**src/rtl/keypad_entry_ctrl_pkg.sv**
```systemverilog
// Shared types and constants for the keypad timer-entry path.
package keypad_entry_ctrl_pkg;

  typedef enum logic [1:0] {
    StIdle,
    StDebPress,
    StHeld,
    StDebRel
  } deb_state_e;

  typedef logic [3:0] bcd_t;

  localparam int unsigned NUM_DIGITS = 3;

endpackage

```
**src/rtl/keypad_entry_ctrl_key_debounce.sv**
```systemverilog
// Press/release debouncer for the encoded keypad digit; emits one accept pulse per press.
module keypad_entry_ctrl_key_debounce
  import keypad_entry_ctrl_pkg::*;
#(
  parameter int unsigned DEB_CYCLES = 4,
  parameter int unsigned CNT_W      = $clog2(DEB_CYCLES + 1)
) (
  input  logic clk_i,
  input  logic resetn_i,
  input  bcd_t key_i,
  input  logic all_off_i,
  output logic accept_o,
  output bcd_t cand_o
);

  localparam logic [CNT_W-1:0] CntOne  = CNT_W'(1);
  localparam logic [CNT_W-1:0] CntDone = CNT_W'(DEB_CYCLES);

  deb_state_e       state_q, state_d;
  logic [CNT_W-1:0] cnt_q, cnt_d;
  logic [CNT_W-1:0] cnt_inc;
  bcd_t             cand_q, cand_d;

  assign cnt_inc = cnt_q + CntOne;

  always_comb begin
    state_d  = state_q;
    cnt_d    = cnt_q;
    cand_d   = cand_q;
    accept_o = 1'b0;
    unique case (state_q)
      StIdle: begin
        if (!all_off_i) begin
          cand_d = key_i;
          cnt_d  = CntOne;
          // A single-cycle debounce accepts on the very first pressed sample.
          if (CntOne == CntDone) begin
            accept_o = 1'b1;
            state_d  = StHeld;
          end else begin
            state_d = StDebPress;
          end
        end
      end
      StDebPress: begin
        if (all_off_i || (key_i != cand_q)) begin
          cnt_d   = '0;
          state_d = StIdle;
        end else begin
          cnt_d = cnt_inc;
          if (cnt_inc == CntDone) begin
            accept_o = 1'b1;
            state_d  = StHeld;
          end
        end
      end
      StHeld: begin
        if (all_off_i) begin
          cnt_d   = CntOne;
          state_d = (CntOne == CntDone) ? StIdle : StDebRel;
        end
      end
      StDebRel: begin
        if (!all_off_i) begin
          cnt_d   = '0;
          state_d = StHeld;
        end else begin
          cnt_d = cnt_inc;
          if (cnt_inc == CntDone) begin
            cnt_d   = '0;
            state_d = StIdle;
          end
        end
      end
      default: state_d = StIdle;
    endcase
  end

  // Accept from idle must present the live key, so expose the next-state candidate.
  assign cand_o = cand_d;

  always_ff @(posedge clk_i) begin
    if (!resetn_i) begin
      state_q <= StIdle;
      cnt_q   <= '0;
      cand_q  <= '0;
    end else begin
      state_q <= state_d;
      cnt_q   <= cnt_d;
      cand_q  <= cand_d;
    end
  end

endmodule

```
**src/rtl/keypad_entry_ctrl.sv**
```systemverilog
// Keypad timer-entry controller: debounced digit entry into an M:SS register and timer load.
module keypad_entry_ctrl
  import keypad_entry_ctrl_pkg::*;
#(
  parameter int unsigned DEB_CYCLES = 4,
  parameter int unsigned CNT_W      = $clog2(DEB_CYCLES + 1)
) (
  input  logic       clk,
  input  logic       resetn,
  input  logic [3:0] D,
  input  logic       all_off,
  input  logic       busy,
  input  logic       start,
  input  logic       clearn,
  output logic [3:0] min_o,
  output logic [3:0] sec_t,
  output logic [3:0] sec_o,
  output logic [1:0] n_digits,
  output logic       key_valid,
  output logic       load
);

  logic accept;
  bcd_t cand;

  keypad_entry_ctrl_key_debounce #(
    .DEB_CYCLES(DEB_CYCLES),
    .CNT_W     (CNT_W)
  ) u_key_debounce (
    .clk_i    (clk),
    .resetn_i (resetn),
    .key_i    (D),
    .all_off_i(all_off),
    .accept_o (accept),
    .cand_o   (cand)
  );

  bcd_t       dig_q [NUM_DIGITS];
  bcd_t       dig_d [NUM_DIGITS];
  logic [1:0] n_q, n_d;
  logic       kv_q, kv_d;
  logic       start_q;

  // Clear outranks load; load outranks an accept landing in the same cycle.
  assign load = resetn && clearn && start && !start_q && !busy && (n_q != 2'd0);

  always_comb begin
    dig_d = dig_q;
    n_d   = n_q;
    kv_d  = 1'b0;
    if (!clearn || load) begin
      dig_d = '{default: '0};
      n_d   = 2'd0;
    end else if (accept && !busy) begin
      for (int i = int'(NUM_DIGITS) - 1; i > 0; i--) begin
        dig_d[i] = dig_q[i-1];
      end
      dig_d[0] = cand;
      n_d      = (n_q == 2'(NUM_DIGITS)) ? n_q : n_q + 2'd1;
      kv_d     = 1'b1;
    end
  end

  always_ff @(posedge clk) begin
    if (!resetn) begin
      dig_q   <= '{default: '0};
      n_q     <= 2'd0;
      kv_q    <= 1'b0;
      start_q <= 1'b0;
    end else begin
      dig_q   <= dig_d;
      n_q     <= n_d;
      kv_q    <= kv_d;
      start_q <= start;
    end
  end

  assign sec_o     = dig_q[0];
  assign sec_t     = dig_q[1];
  assign min_o     = dig_q[2];
  assign n_digits  = n_q;
  assign key_valid = kv_q;

endmodule

```
**config.mk**
```make
export PLATFORM = sky130hd
export DESIGN_NAME = keypad_entry_ctrl
export DESIGN_NICKNAME = d
export VERILOG_FILES = /design/src/rtl/keypad_entry_ctrl_pkg.sv /design/src/rtl/keypad_entry_ctrl_key_debounce.sv /design/src/rtl/keypad_entry_ctrl.sv
export SDC_FILE = /design/constraint.sdc
export NUM_CORES = 1
export LEC_CHECK = 0
export ABC_CLOCK_PERIOD_IN_PS = 2400
export CAP_MARGIN = 0
export CORE_ASPECT_RATIO = 2
export CORE_MARGIN = 2
export CORE_UTILIZATION = 35
export CTS_BUF_LIST = sky130_fd_sc_hd__clkbuf_4 sky130_fd_sc_hd__clkbuf_8
export CTS_CLUSTER_SIZE = 12
export DETAILED_ROUTE_END_ITERATION = 10
export PLACE_DENSITY = 0.59
export SYNTH_ARGS = -nofsm -noshare
export SYNTH_HDL_FRONTEND = slang
export SYNTH_SLANG_ARGS = --single-unit
export TNS_END_PERCENT = 1
```
**constraint.sdc**
```tcl
create_clock -name clk -period 2.4 [get_ports clk]
set_clock_uncertainty 0.2 [all_clocks]
set_input_delay 0.72 -clock clk [delete_from_list [all_inputs] [get_ports clk]]
set_output_delay 0.72 -clock clk [all_outputs]
set_load 0.02 [all_outputs]
```
==> impl_metrics.env <==
export IMPL_vdd_ir_drop_max_v=0.000315
export IMPL_gp_congestion=0.740
export IMPL_final_cell_area_sq_um=1720
export IMPL_antennaDiodeCount=0
export IMPL_cts_hold_buf=0
export IMPL_cts_sinks=25
export IMPL_overflow=0
export IMPL_firstDrtPassIters=4
export IMPL_ys_ff_latch=25
export IMPL_htree_num_levels=1
export IMPL_yosysTopAreaCell="dfxtp_1"
export IMPL_ys_types=33
export IMPL_end_kind="output pin"
export IMPL_synth_common_cells="dfxtp_1, nand2_1, mux2i_1"
export IMPL_start_kind="flip-flop"
export IMPL_yosys_most_used_dff="dfxtp_1"
export IMPL_nNetsFinal=197
export IMPL_worstPathRequired_ps=1480
export IMPL_dp_hpwl_mm=2.39
export IMPL_period_minus_slack_ps=2300
export IMPL_ioPinCount=26
export IMPL_clk_path_buf_depth=2
export IMPL_utilization=0.514
export IMPL_initial_core_util=0.362
export IMPL_hold_class="flip-flop to flip-flop"
export IMPL_antenna_found_initial=0
export IMPL_ys_async_sr_fraction=0
export IMPL_max_cap_viol_count=0
export IMPL_synth_edf_count=0
export IMPL_report_final_slew_viol_count=0
export IMPL_grt_use_met1=0.166
export IMPL_port_buffers=25
export IMPL_power_density_nw_per_um2=459
export IMPL_fillers=308
export IMPL_root_buffer="clkbuf_8"
export IMPL_avgSynthCellArea_sq_um=9.09
export IMPL_die_x_microns=45.6
export IMPL_syn_area_sq_um=1210
export IMPL_path_max_fanout=2
export IMPL_grt_pass1_vias=1112
export IMPL_synth_area_top_cells="dfxtp_1, mux2i_1, nand2_1"
export IMPL_totalWireLength_mm=3.07
export IMPL_die_h_microns=87.1
export IMPL_finalCritPeriodShare=0.959
export IMPL_path_clk_slew_ps=80
export IMPL_die_area_sq_um=3970
export IMPL_yosysMostFrequentCell="dfxtp_1"
export IMPL_syn_nets=147
export IMPL_drtIter0Drc=18
export IMPL_drive_gt1_frac=0.225
export IMPL_met2_usage=0.314
export IMPL_placed_area_sq_um=1630
export IMPL_rrSetupSlack_ps=440
export IMPL_grt_max_degree=16
export IMPL_grt_pass1_wl_mm=4.91
export IMPL_drc_errors=0
export IMPL_track_usage=0.166
export IMPL_clock_latency_ps=270
export IMPL_rsz0062_at_grt="no"
export IMPL_yosysSeqAreaShare=0.414
export IMPL_via_per_inst=5.35
export IMPL_crit_arrival_ps=1380
export IMPL_core_sq_um=3340
export IMPL_area_growth_synth_to_final_pct=42.1
export IMPL_cts_tree="done"
export IMPL_grt_util_met3=0.0228
export IMPL_crit_type="flip-flop to output pin"
export IMPL_final_setup_tns_ps=0
export IMPL_cts_made_buffers=3
export IMPL_setup_viol=0
export IMPL_rows=30
export IMPL_hold_violations=0
export IMPL_max_slew_margin_rel=0.700
export IMPL_ant_nets=0
export IMPL_grt_busiest_layer="met2"
export IMPL_status="finished clean"
export IMPL_synth_top_area_share=0.414
export IMPL_worst_slew_pin_slew_ps=448
export IMPL_p_leak_nw=0.731
export IMPL_fmax_mhz=435
export IMPL_wire_per_inst_microns=14.4
export IMPL_ys_warn_count=0
export IMPL_vias=1144
export IMPL_synth_cells=133
[routing by layer]
| metal | up-vias | share of wire |
|---|---|---|
| li1 | 568 | - |
| met1 | 546 | 0.37 |
| met2 | 23 | 0.58 |
| met3 | 7 | 0.026 |
| met4 | 0 | 0.019 |
| met5 | - | 0 |
[area by class of cell]
class                      instances  area [sq um]  share of cell area
clock buffer                       4          48.8              0.0284
inverter                           4          15.0             0.00874
tap                               32          40.0              0.0233
multi-input combinational         99           684               0.398
timing repair buffer              50           427               0.248
sequential                        25           503               0.293
[through the flow]
step	setup slack (ps)	total power, W	hold slack, ps	std cells
floorplan	144	0.000483	311	133
global placement	-694	0.000533	244	207
finish	99.0	0.000789	264	214
detailed placement	-757	0.000536	261	207
CTS	30.2	0.000794	273	213
global route	18.5	0.000820	283	214
[report_power, final]
part	internal, W	switching [W]	total [W]
Sequential	0.000422	0.00000740	0.000429
Clock	0.000130	0.000131	0.000261
Combinational	0.0000517	0.0000464	0.0000981
Total	0.000604	0.000185	0.000789
[timing repair]
action / in CTS / in global routing
pin swaps: 4 / 4
setup endpoints to repair: 1 / 2
setup buffers: 2 / 1
gates resized for setup: 10 / 7
[worst max-delay path, stage by stage (launching register included)]
cell     delay, ps
dfxtp_2        340
inv_1           40
ha_2           190
nor3_4         190
nand2_1         90
nor2_1         110
buf_4          150
[sequential cells by signal, indices dropped and copies added, names as in the netlist]
register and cells:
key_valid 1, min_o 4, n_digits 2, sec_o 4, sec_t 4, start_q 1, u_key_debounce.cand_q 4, u_key_debounce.cnt_q 3
u_key_debounce.state_q 2
[path summary, 6_finish.rpt]
check                                                             from                       end  cells past startpoint
worst max-delay path                          n_digits[1]$_SDFFE_PP0P_                      load                      6
worst min-delay path                             min_o[1]$_SDFFE_PP0P_     min_o[1]$_SDFFE_PP0P_                      2
worst min register to register                   min_o[1]$_SDFFE_PP0P_     min_o[1]$_SDFFE_PP0P_                      2
worst max register to register  u_key_debounce.state_q[0]$_SDFFE_PN0P_  n_digits[0]$_SDFFE_PP0P_                      4
[kinds of logic after synthesis]
logic type	share of synthesized area
buffers and inverters	0.0373
flip-flops	0.414
AND/OR/NAND/NOR	0.228
AO/OA/AOI/OAI	0.111
XOR/XNOR	0.0507
multiplexers	0.118
adder cells (fa/ha/maj)	0.0414
[layout by cell type (no fill, tap or decap), drive strengths merged]
cell,synthesis,routed
a21boi,2,2
inv,4,4
nand2,22,22
nor4b,1,1
nor3b,1,1
and3,2,2
nand2b,2,2
nand3,2,2
mux2,2,2
nand4,4,4
or2,1,1
clkdlybuf4s50,0,20
o41ai,2,2
mux2i,12,12
xnor2,1,1
a211oi,3,3
a31oi,4,4
and2,3,3
dfxtp,25,25
buf,4,26
xor2,6,6
nor2b,2,2
a21oi,7,7
nor2,4,4
o31a,1,1
or3b,1,1
nor4,1,1
or3,1,1
nor3,6,6
dlygate4sd2,0,3
clkbuf,1,5
o21ai,2,2
ha,4,4
Power figures use the tool's default switching activity.
